File: src/rtl/downsampler_variable_mc.sv
// Keeps one complete channel-interleaved frame out of every R frames; rate changes wait for a period boundary.
// Latency: 1 clk from accepted input beat to output valid. Optional DOWNSAMPLER_PHASE_OFFSET_EN selects the kept frame.
// Backpressure: s_axis_in_tready = !m_axis_out_tvalid || m_axis_out_tready, also for beats that get discarded.
module downsampler_variable_mc #(
  parameter int DATA_WIDTH_INP  = 8,
  parameter int DATA_WIDTH_RATE = 16,
  parameter int NUM_CH          = 2,
  parameter int CH_WIDTH        = (NUM_CH > 1) ? $clog2(NUM_CH) : 1
) (
  input  logic                       clk,
  input  logic                       reset_n,
  input  logic [DATA_WIDTH_INP-1:0]  s_axis_in_tdata,
  input  logic                       s_axis_in_tvalid,
  output logic                       s_axis_in_tready,
  input  logic [DATA_WIDTH_RATE-1:0] s_axis_rate_tdata,
  input  logic                       s_axis_rate_tvalid,
`ifdef DOWNSAMPLER_PHASE_OFFSET_EN
  input  logic [DATA_WIDTH_RATE-1:0] s_axis_phase_tdata,
`endif
  output logic [DATA_WIDTH_INP-1:0]  m_axis_out_tdata,
  output logic                       m_axis_out_tvalid,
  input  logic                       m_axis_out_tready,
  output logic [CH_WIDTH-1:0]        m_axis_out_tuser,
  output logic                       m_axis_out_tlast,
  output logic [DATA_WIDTH_RATE-1:0] rate_active
);

  localparam logic [CH_WIDTH-1:0]        LP_LAST_CH = CH_WIDTH'(NUM_CH - 1);
  localparam logic [DATA_WIDTH_RATE-1:0] LP_ONE     = DATA_WIDTH_RATE'(1);

  logic [CH_WIDTH-1:0]        r_ch_cnt;
  logic [DATA_WIDTH_RATE-1:0] r_dec_cnt;
  logic [DATA_WIDTH_RATE-1:0] r_rate_active;
  logic [DATA_WIDTH_RATE-1:0] r_rate_pend_val;
  logic                       r_rate_pend;
  logic [DATA_WIDTH_INP-1:0]  r_out_dat;
  logic                       r_out_vld;
  logic [CH_WIDTH-1:0]        r_out_user;
  logic                       r_out_last;

  logic                       w_in_rdy;
  logic                       w_acc;
  logic                       w_last_ch;
  logic [DATA_WIDTH_RATE-1:0] w_rate_last;
  logic                       w_period_end;
  logic [DATA_WIDTH_RATE-1:0] w_keep_idx;
  logic                       w_keep;
  logic                       w_boundary;
  logic [DATA_WIDTH_RATE-1:0] w_rate_wr;
  logic                       w_pend_eff;
  logic [DATA_WIDTH_RATE-1:0] w_pend_val_eff;
  logic                       w_apply;

  assign w_in_rdy     = !r_out_vld || m_axis_out_tready;
  assign w_acc        = s_axis_in_tvalid && w_in_rdy;
  assign w_last_ch    = (r_ch_cnt == LP_LAST_CH);
  assign w_rate_last  = r_rate_active - LP_ONE;
  assign w_period_end = (r_dec_cnt == w_rate_last);
  assign w_keep       = (r_dec_cnt == w_keep_idx);

  // A write landing on the boundary edge is applied there, so look through the pending register.
  assign w_rate_wr      = (s_axis_rate_tdata == '0) ? LP_ONE : s_axis_rate_tdata;
  assign w_pend_eff     = r_rate_pend || s_axis_rate_tvalid;
  assign w_pend_val_eff = s_axis_rate_tvalid ? w_rate_wr : r_rate_pend_val;

  assign w_boundary = (w_acc && w_last_ch && w_period_end) ||
                      (!w_acc && (r_ch_cnt == '0) && (r_dec_cnt == '0));
  assign w_apply    = w_boundary && w_pend_eff;

`ifdef DOWNSAMPLER_PHASE_OFFSET_EN
  logic [DATA_WIDTH_RATE-1:0] r_phase_active;
  logic [DATA_WIDTH_RATE-1:0] r_phase_pend_val;
  logic [DATA_WIDTH_RATE-1:0] w_phase_eff;
  logic [DATA_WIDTH_RATE-1:0] w_phase_apply;

  // Phase is clamped against the rate it is applied with, not the rate it was written with.
  assign w_phase_eff   = s_axis_rate_tvalid ? s_axis_phase_tdata : r_phase_pend_val;
  assign w_phase_apply = (w_phase_eff >= w_pend_val_eff) ? (w_pend_val_eff - LP_ONE) : w_phase_eff;
  assign w_keep_idx    = r_phase_active;

  always_ff @(posedge clk or negedge reset_n) begin
    if (!reset_n) begin
      r_phase_active   <= '0;
      r_phase_pend_val <= '0;
    end else begin
      if (s_axis_rate_tvalid) begin
        r_phase_pend_val <= s_axis_phase_tdata;
      end
      if (w_apply) begin
        r_phase_active <= w_phase_apply;
      end
    end
  end
`else
  assign w_keep_idx = w_rate_last;
`endif

  always_ff @(posedge clk or negedge reset_n) begin
    if (!reset_n) begin
      r_ch_cnt  <= '0;
      r_dec_cnt <= '0;
    end else begin
      if (w_acc) begin
        r_ch_cnt <= w_last_ch ? '0 : r_ch_cnt + CH_WIDTH'(1);
      end
      if (w_apply) begin
        r_dec_cnt <= '0;
      end else if (w_acc && w_last_ch) begin
        r_dec_cnt <= w_period_end ? '0 : r_dec_cnt + LP_ONE;
      end
    end
  end

  always_ff @(posedge clk or negedge reset_n) begin
    if (!reset_n) begin
      r_rate_active   <= LP_ONE;
      r_rate_pend_val <= LP_ONE;
      r_rate_pend     <= 1'b0;
    end else begin
      if (s_axis_rate_tvalid) begin
        r_rate_pend_val <= w_rate_wr;
      end
      if (w_apply) begin
        r_rate_active <= w_pend_val_eff;
        r_rate_pend   <= 1'b0;
      end else if (s_axis_rate_tvalid) begin
        r_rate_pend <= 1'b1;
      end
    end
  end

  // Discarded beats leave the output register untouched; it is never flushed on a rate change.
  always_ff @(posedge clk or negedge reset_n) begin
    if (!reset_n) begin
      r_out_dat  <= '0;
      r_out_vld  <= 1'b0;
      r_out_user <= '0;
      r_out_last <= 1'b0;
    end else begin
      if (w_acc && w_keep) begin
        r_out_dat  <= s_axis_in_tdata;
        r_out_vld  <= 1'b1;
        r_out_user <= r_ch_cnt;
        r_out_last <= w_last_ch;
      end else if (m_axis_out_tready) begin
        r_out_vld <= 1'b0;
      end
    end
  end

  assign s_axis_in_tready  = w_in_rdy;
  assign m_axis_out_tdata  = r_out_dat;
  assign m_axis_out_tvalid = r_out_vld;
  assign m_axis_out_tuser  = r_out_user;
  assign m_axis_out_tlast  = r_out_last;
  assign rate_active       = r_rate_active;

endmodule

File: config.mk
export PLATFORM = sky130hd
export DESIGN_NAME = downsampler_variable_mc
export DESIGN_NICKNAME = d
export VERILOG_FILES = /design/src/rtl/downsampler_variable_mc.sv
export SDC_FILE = /design/constraint.sdc
export NUM_CORES = 1
export LEC_CHECK = 0
export CAP_MARGIN = 20
export CORE_ASPECT_RATIO = 0.5
export CORE_UTILIZATION = 30
export CTS_BUF_LIST = sky130_fd_sc_hd__clkbuf_4
export CTS_CLUSTER_SIZE = 12
export DETAILED_ROUTE_END_ITERATION = 7
export PLACE_DENSITY_LB_ADDON = 0.25
export SLEW_MARGIN = 20
export SYNTH_ARGS = -nofsm -noshare
export SYNTH_HDL_FRONTEND = slang
export SYNTH_SLANG_ARGS = --single-unit
export TNS_END_PERCENT = 1
File: constraint.sdc
create_clock -name clk -period 3.6 [get_ports clk]
set_input_delay 0.72 -clock clk [delete_from_list [all_inputs] [get_ports clk]]
set_output_delay 0.72 -clock clk [all_outputs]
set_load 0.01 [all_outputs]
Word-level counts from Yosys, hierarchy flattened. Index checks and enable logic that the tools add are counted.

Add/subtract/negate cells: 3. Equality and inequality tests: 1. Mux-type cells: 10. Bitwise gates (word level): 1. Reduce and logical (&&, ||, !) cells: 17.

Operators with widths (number): 2-to-1 mux 16 bit (5); zero test 16 bit (2); adder 16 x 1 -> 16 bit (second input constant) (1); == test 16 bit (1); subtractor 16 x 1 -> 16 bit (second input constant) (1); logical AND 1 bit (7); nonzero test 2 bit (3); 2-to-1 mux 1 bit (5); logical OR 1 bit (3); zero test 1 bit (2); adder 1 bit (second input constant) (1); NOT 1 bit (1).

Flip-flop bits (word level): 60. Input port bits: 29. Output and inout port bits: 28.

Longest topological paths before layout. Gate-level depths: netlist of run 1.

Depth in word-level cells: 9. Depth in mapped cells: 11. Gate-level depth less buffers: 8.

Worst setup path after synthesis of run 1. OpenSTA, ideal clock, no wires.

Path type: reg-to-reg. Start point: register r_rate_active[3] (netlist: rate_active[3]). End point: register r_rate_active[10] (netlist: rate_active[10]). Library setup time: 0.125 ns. Data arrival time: 3.193 ns. Slack: 0.282 ns. Cell stages (with the launch flop): 11. Period minus slack after synthesis: 3.318 ns. Cells stage by stage: dfrtp_1 -> or4_4 -> or4b_1 -> buf_2 -> or4_1 -> o2111a_1 -> and3_4 -> a32o_1 -> buf_6 -> buf_12 -> mux2_4.

Cells in the longest elaborated chain, start to end: 5.

RTL lines: from (decl) (line 33) `logic [DATA_WIDTH_RATE-1:0] r_rate_active;`; from (signal assigned) (line 124) `r_rate_active <= w_pend_val_eff;`; subtractor 16 x 1 -> 16 bit (line 57) `assign w_rate_last = r_rate_active - LP_ONE;`; == test 16 bit (line 58) `assign w_period_end = (r_dec_cnt == w_rate_last);`; logical AND 1 bit (line 66) `assign w_boundary = (w_acc && w_last_ch && w_period_end) ||`; logical OR 1 bit (line 66); logical AND 1 bit (line 68) `assign w_apply = w_boundary && w_pend_eff;`.

Every way passes these cells. A chain may end at the register's enable or synchronous reset.

Worst setup path after layout of run 1.
Start point: register r_rate_active[4] (netlist: rate_active[4]). End point: register r_rate_active[8] (netlist: rate_active[8]).

The elaborated chain is that of the path after synthesis.

==> results of run 1 <==
[per-layer routing]
metal | vias up | track usage, %
met2 | 45 | 23.93
met3 | 5 | 4.845
li1 | 1083 | -
met5 | - | 0
met4 | 0 | 5.614
met1 | 1093 | 19.37
[layout make-up]
class | instances | area [um^2]
Timing Repair Buffer | 60 | 585.6
Clock inverter | 5 | 53.80
Tap cell | 135 | 168.9
Clock buffer | 10 | 75.07
Fill cell | 913 | 5824
Sequential cell | 60 | 1504
Inverter | 4 | 15.01
Multi-Input combinational cell | 191 | 1501
[power by group]
| part | internal (uW) | switching, uW |
|---|---|---|
| Sequential | 730 | 80.3 |
| Clock | 212 | 242 |
| Combinational | 149 | 145 |
[cells in the mapped netlist, drive strengths merged]
cell type,instances
and4b,1
nand3,8
o41ai,2
or4,4
o311a,1
o31ai,1
mux2,40
a32o,1
ha,3
clkbuf,8
o211ai,1
a41oi,1
and4bb,1
a21oi,2
o21a,1
or4b,2
a2bb2oi,1
nor4,11
inv,4
and4,1
xor2,19
nor4bb,1
xnor2,17
nand4,7
o22ai,1
nor3,6
nand2,15
o21ai,4
dfstp,2
a31o,2
buf,4
and2,2
or3,3
dfrtp,58
or2,1
nand3b,1
nand2b,4
and3,3
mux2i,1
o2111a,1
nor2,21
[cell families (layout without fill, tap and decap cells)]
logic type	count (synthesis)	in the layout	share of synthesized area, %
AND/OR/NAND/NOR	92	92	16.38
flip-flops	60	60	48.62
XOR/XNOR	36	36	10.19
buffers and inverters	16	79	2.872
AO/OA/AOI/OAI	19	19	4.612
multiplexers	41	41	16.10
adder cells (fa/ha/maj)	3	3	1.214
[per-stage QoR]
stage	area, um^2	setup slack, ps
floorplan	3093	281.5
global placement	3774	81.39
detailed placement	3774	-27.24
CTS	3904	224.6
global route	3904	56.72
finish	3904	230.4
[path summary, 6_finish.rpt]
| kind | from | end | slack, ps | cells after the start |
|---|---|---|---|---|
| max | rate_active[4] | rate_active[8] | 230 | 7 |
| min in group clk | r_rate_pend_val[0] | r_rate_pend_val[0] | 500 | 2 |
| min | reset_n | m_axis_out_tdata[6] | 240 | 1 |
| max in group asynchronous | reset_n | r_rate_pend_val[0] | 2450 | 2 |
| max reg2reg | rate_active[4] | rate_active[8] | 230 | 7 |
| min reg2reg | r_rate_pend_val[0] | r_rate_pend_val[0] | 500 | 2 |
[registers in the layout (all words and copies together) (netlist names)]
name               count
r_dec_cnt             16
r_rate_pend_val       16
rate_active           16
m_axis_out_tdata       8
m_axis_out_tuser       1
m_axis_out_tvalid      1
r_ch_cnt               1
r_rate_pend            1
[critical path, cell delays in order (launching register included)]
cell and delay (ps):
dfrtp_1 450, or4_4 560, or4b_1 590, or4_1 510, o2111a_1 140, and3_4 200
a32o_2 440, mux2_4 360
==> metrics.cfg, run 1 <==
[logic_synthesis]
yosysTopAreaCellShare_pct = 46.93
ys_types = 48
yosys_warnings = 0
synth.avg_cell_area_um2 = 11.58
yosys.area.top_type = dfrtp_1
syn-num-nets = 299
ys_seq_elements = 60
syn_inst = 267
syn-cell-area_um2 = 3093
netlist_top_cells_area = dfrtp_1 47%, mux2_2 11%, xor2_1 5.4%
ys_seq_area_share_pct = 48.62

[clock_tree]
htreeDepth = 3
path_clk_slew_ps = 110
cts_tree = done
clock_sinks = 60
cts_buffer_depth = 2
postCtsSetupBuffers = 0
postCtsResizedCells = 1
clockRootBuffer = clkbuf_4
worstSkewPairLatency_ps = 420
cts_hold_buf = 0
cts_buffers = 9

[sta]
fin_crit_sh_pct = 93.60
maxSlewViolCount = 0
hold_viol = 0
fmax_mhz = 296.8
period_minus_slack_ps = 3370
tns_ps = 0
relSlewSlack_pct = 62.00
max_slew.worst_pin.slew_ps = 570.0
setup-violations-final = 0
rsz0062_at_grt = no
hold_ws_ps = 244.0
clock-skew-final_ps = 18.30

[pwr]
vdd_drop_max_mv = 0.1581
power_density_nw_per_um2 = 399.3
leakage_uw = 0.001661
total_power_uw = 1559

[place]
dp_cells = 450
dp_hpwl_um = 5491
portBuffers = 56
gp_congestion = 0.8339

[routing]
drt-initial-drc-count = 174
firstDrtPassIters = 4
wl_met3_um = 306
wl_per_cell_um = 15.78
drc = 0
met2WireLength_um = 3398
vias = 2226
finalWirelength_um = 7336
avgViaCountPerCell = 4.787
wl_met1_um = 3561
highest_layer = met4
ant_nets = 0

[final_layout]
final_util_pct = 40.13
final_cell_mix = 58 x dfrtp_1, 55 x clkdlybuf4s50_1, 30 x mux2_2
final-instance-count-excl-fill = 465
final_common_cell = dfrtp_1
fin_nets = 358
antenna_cells = 0
area_delta_synth_final_pct = 26.21
drive_above_1_share_pct = 20.91

[floorplan]
fp.dieH_um = 73.80
dieArea_um2 = 10740
core_area_um2 = 9728
start_util_pct = 31.79
io_pins = 57
die_w_um = 145.6
rows = 25

[global_route]
grt_overflow = 0
grt_pass1_vias = 2285
grt.total_usage_pct = 15.05
grt_pass1_wl_um = 12060
antenna_found_initial = 0
grt_max_degree = 41

[critical_path]
crit_arrival_ps = 3670
crit_fanout = 16
cp-start-kind = register
critPathKind = register to register
cp-end-kind = register
cp.required_ps = 3900

[flow_run]
max-cap-violations = 0

[min_path]
hp-class = input port to asynchronous set/reset pin

[run_status]
status = completed

Note: power is estimated with default switching activity, not from simulation.
==> inputs of run 2 (changes only) <==
Clock period 3.6 ns to 3.55 ns, I/O delays scaled along.
==> metrics.cfg, run 2 (same netlist as run 1, synthesis figures left out) <==
[run_status]
status = completed

[final_layout]
antenna_cells = 0
final_cell_mix = 58 x dfrtp_1, 55 x clkdlybuf4s50_1, 30 x mux2_2
drive_above_1_share_pct = 20.78
final_common_cell = dfrtp_1
fin_nets = 359
design_area_um2 = 3889
area_delta_synth_final_pct = 25.73

[sta]
setup-violations-final = 0
hold_ws_ps = 238.0
fmax_mhz = 295.4
fin_crit_sh_pct = 95.37
period_minus_slack_ps = 3386
layout_setup_ws_ps = 164.4
max_slew.worst_pin.slew_ps = 490.1
hold_viol = 0
tns_ps = 0
relSlewSlack_pct = 67.33
clock-skew-final_ps = 18.75
rsz0062_at_grt = no
maxSlewViolCount = 0

[critical_path]
crit_fanout = 16
cp-end-kind = register
crit_arrival_ps = 3680
cp.required_ps = 3840
max_stage_delay_ps = 590
rr_endpoint = rate_active[13]
worstRegToRegCells = 8
critPathSlowestCell = or4b_1
regToRegStartpoint = rate_active[4]
critPathKind = register to register
reg2reg_slack_ps = 160
path_cells = or4_4 > or4b_1 > or4_1 > o2111a_1 > and3_4 > a32o_1 > buf_4 > mux2_4
cp-start-kind = register

[clock_tree]
cts_buffer_depth = 2
clock_sinks = 60
path_clk_slew_ps = 100
cts_tree = done
postCtsResizedCells = 0
cts_hold_buf = 0
cts_buffers = 9
htreeDepth = 3
postCtsSetupBuffers = 0
clockRootBuffer = clkbuf_4
worstSkewPairLatency_ps = 410

[routing]
firstDrtPassIters = 6
drt-initial-drc-count = 144
avgViaCountPerCell = 4.775
drc = 0
finalWirelength_um = 7323
ant_nets = 0
wl_per_cell_um = 15.68
vias = 2230

[floorplan]
io_pins = 57
fp.dieH_um = 73.80
dieArea_um2 = 10740
die_w_um = 145.6
start_util_pct = 31.79
rows = 25
core_area_um2 = 9728

[flow_run]
max-cap-violations = 0

[pwr]
vdd_drop_max_mv = 0.1383
pwr-share-comb_pct = 19.4
switching_share_pct = 30.69
leakage_uw = 0.001660
internal_power_uw = 1053
p_clk_share_pct = 26.4
seqPwrFrac_pct = 54.3
switchingPower_uw = 466.1
power_density_nw_per_um2 = 390.6

[global_route]
grt_pass1_vias = 2314
grt_overflow = 0
antenna_found_initial = 0
grt_max_degree = 40
grt.total_usage_pct = 14.74
grt_pass1_wl_um = 12030

[min_path]
hp-class = input port to asynchronous set/reset pin

[place]
portBuffers = 56
place_ws_ps = 220.4
place_area_um2 = 3781
gp_congestion = 0.8376
dp_hpwl_um = 5433

==> run 2: final cells by class <==
cell class | instances | area [um^2]
Clock inverter | 4 | 17.52
Fill cell | 934 | 5839
Inverter | 4 | 15.01
Sequential cell | 60 | 1504
Clock buffer | 12 | 90.09
Timing Repair Buffer | 61 | 593.1
Multi-Input combinational cell | 191 | 1500
Tap cell | 135 | 168.9
==> run 2: worst max-delay path by stage <==
stage,depth (start not counted),start,slack [ps],end
6_report,8,rate_active[4],160,rate_active[13]
5_1_grt,8,rate_active[4],70,rate_active[13]
4_1_cts,8,rate_active[4],180,rate_active[13]
3_5_place_dp,8,rate_active[4],220,rate_active[8]
3_3_place_gp,8,rate_active[4],310,rate_active[10]
2_1_floorplan,10,rate_active[3],230,rate_active[10]
==> run 2: through the flow <==
| stage | total power (uW) | std cells | util (%) |
|---|---|---|---|
| final | 1519 | 467 | 39.97 |
| after global routing | 1618 | 467 | 39.97 |
| after CTS | 1537 | 467 | 39.97 |
| after detailed placement | 1134 | 451 | 38.87 |
| after global placement | 1123 | 451 | 38.87 |
| after floorplan | 1010 | 267 | - |
==> run 2: worst max-delay path, delay by kind of cell (launching register included) <==
kind	cells	cell delay [ps]
and+or+nand+nor	4	1860
DFF	1	450
AOI/OAI and AO/OA	2	410
muxes	1	320
buffers and inverters	1	220
==> run 2: metal layers <==
| metal | wire (um) | up-vias | global-route usage, % |
|---|---|---|---|
| met5 | 0 | - | 0 |
| met4 | 82 | 0 | 5.146 |
| met3 | 332 | 8 | 4.969 |
| met2 | 3260 | 40 | 22.86 |
| met1 | 3648 | 1093 | 19.34 |
| li1 | - | 1089 | - |
==> run 2: power groups by stage <==
stage | Combinational, uW | Sequential [uW] | Clock [uW]
floorplan | 207 | 803 | 0
global placement | 290 | 832 | 0
detailed placement | 295 | 838 | 0
CTS | 297 | 825 | 415
global route | 334 | 835 | 449
finish | 294 | 824 | 401
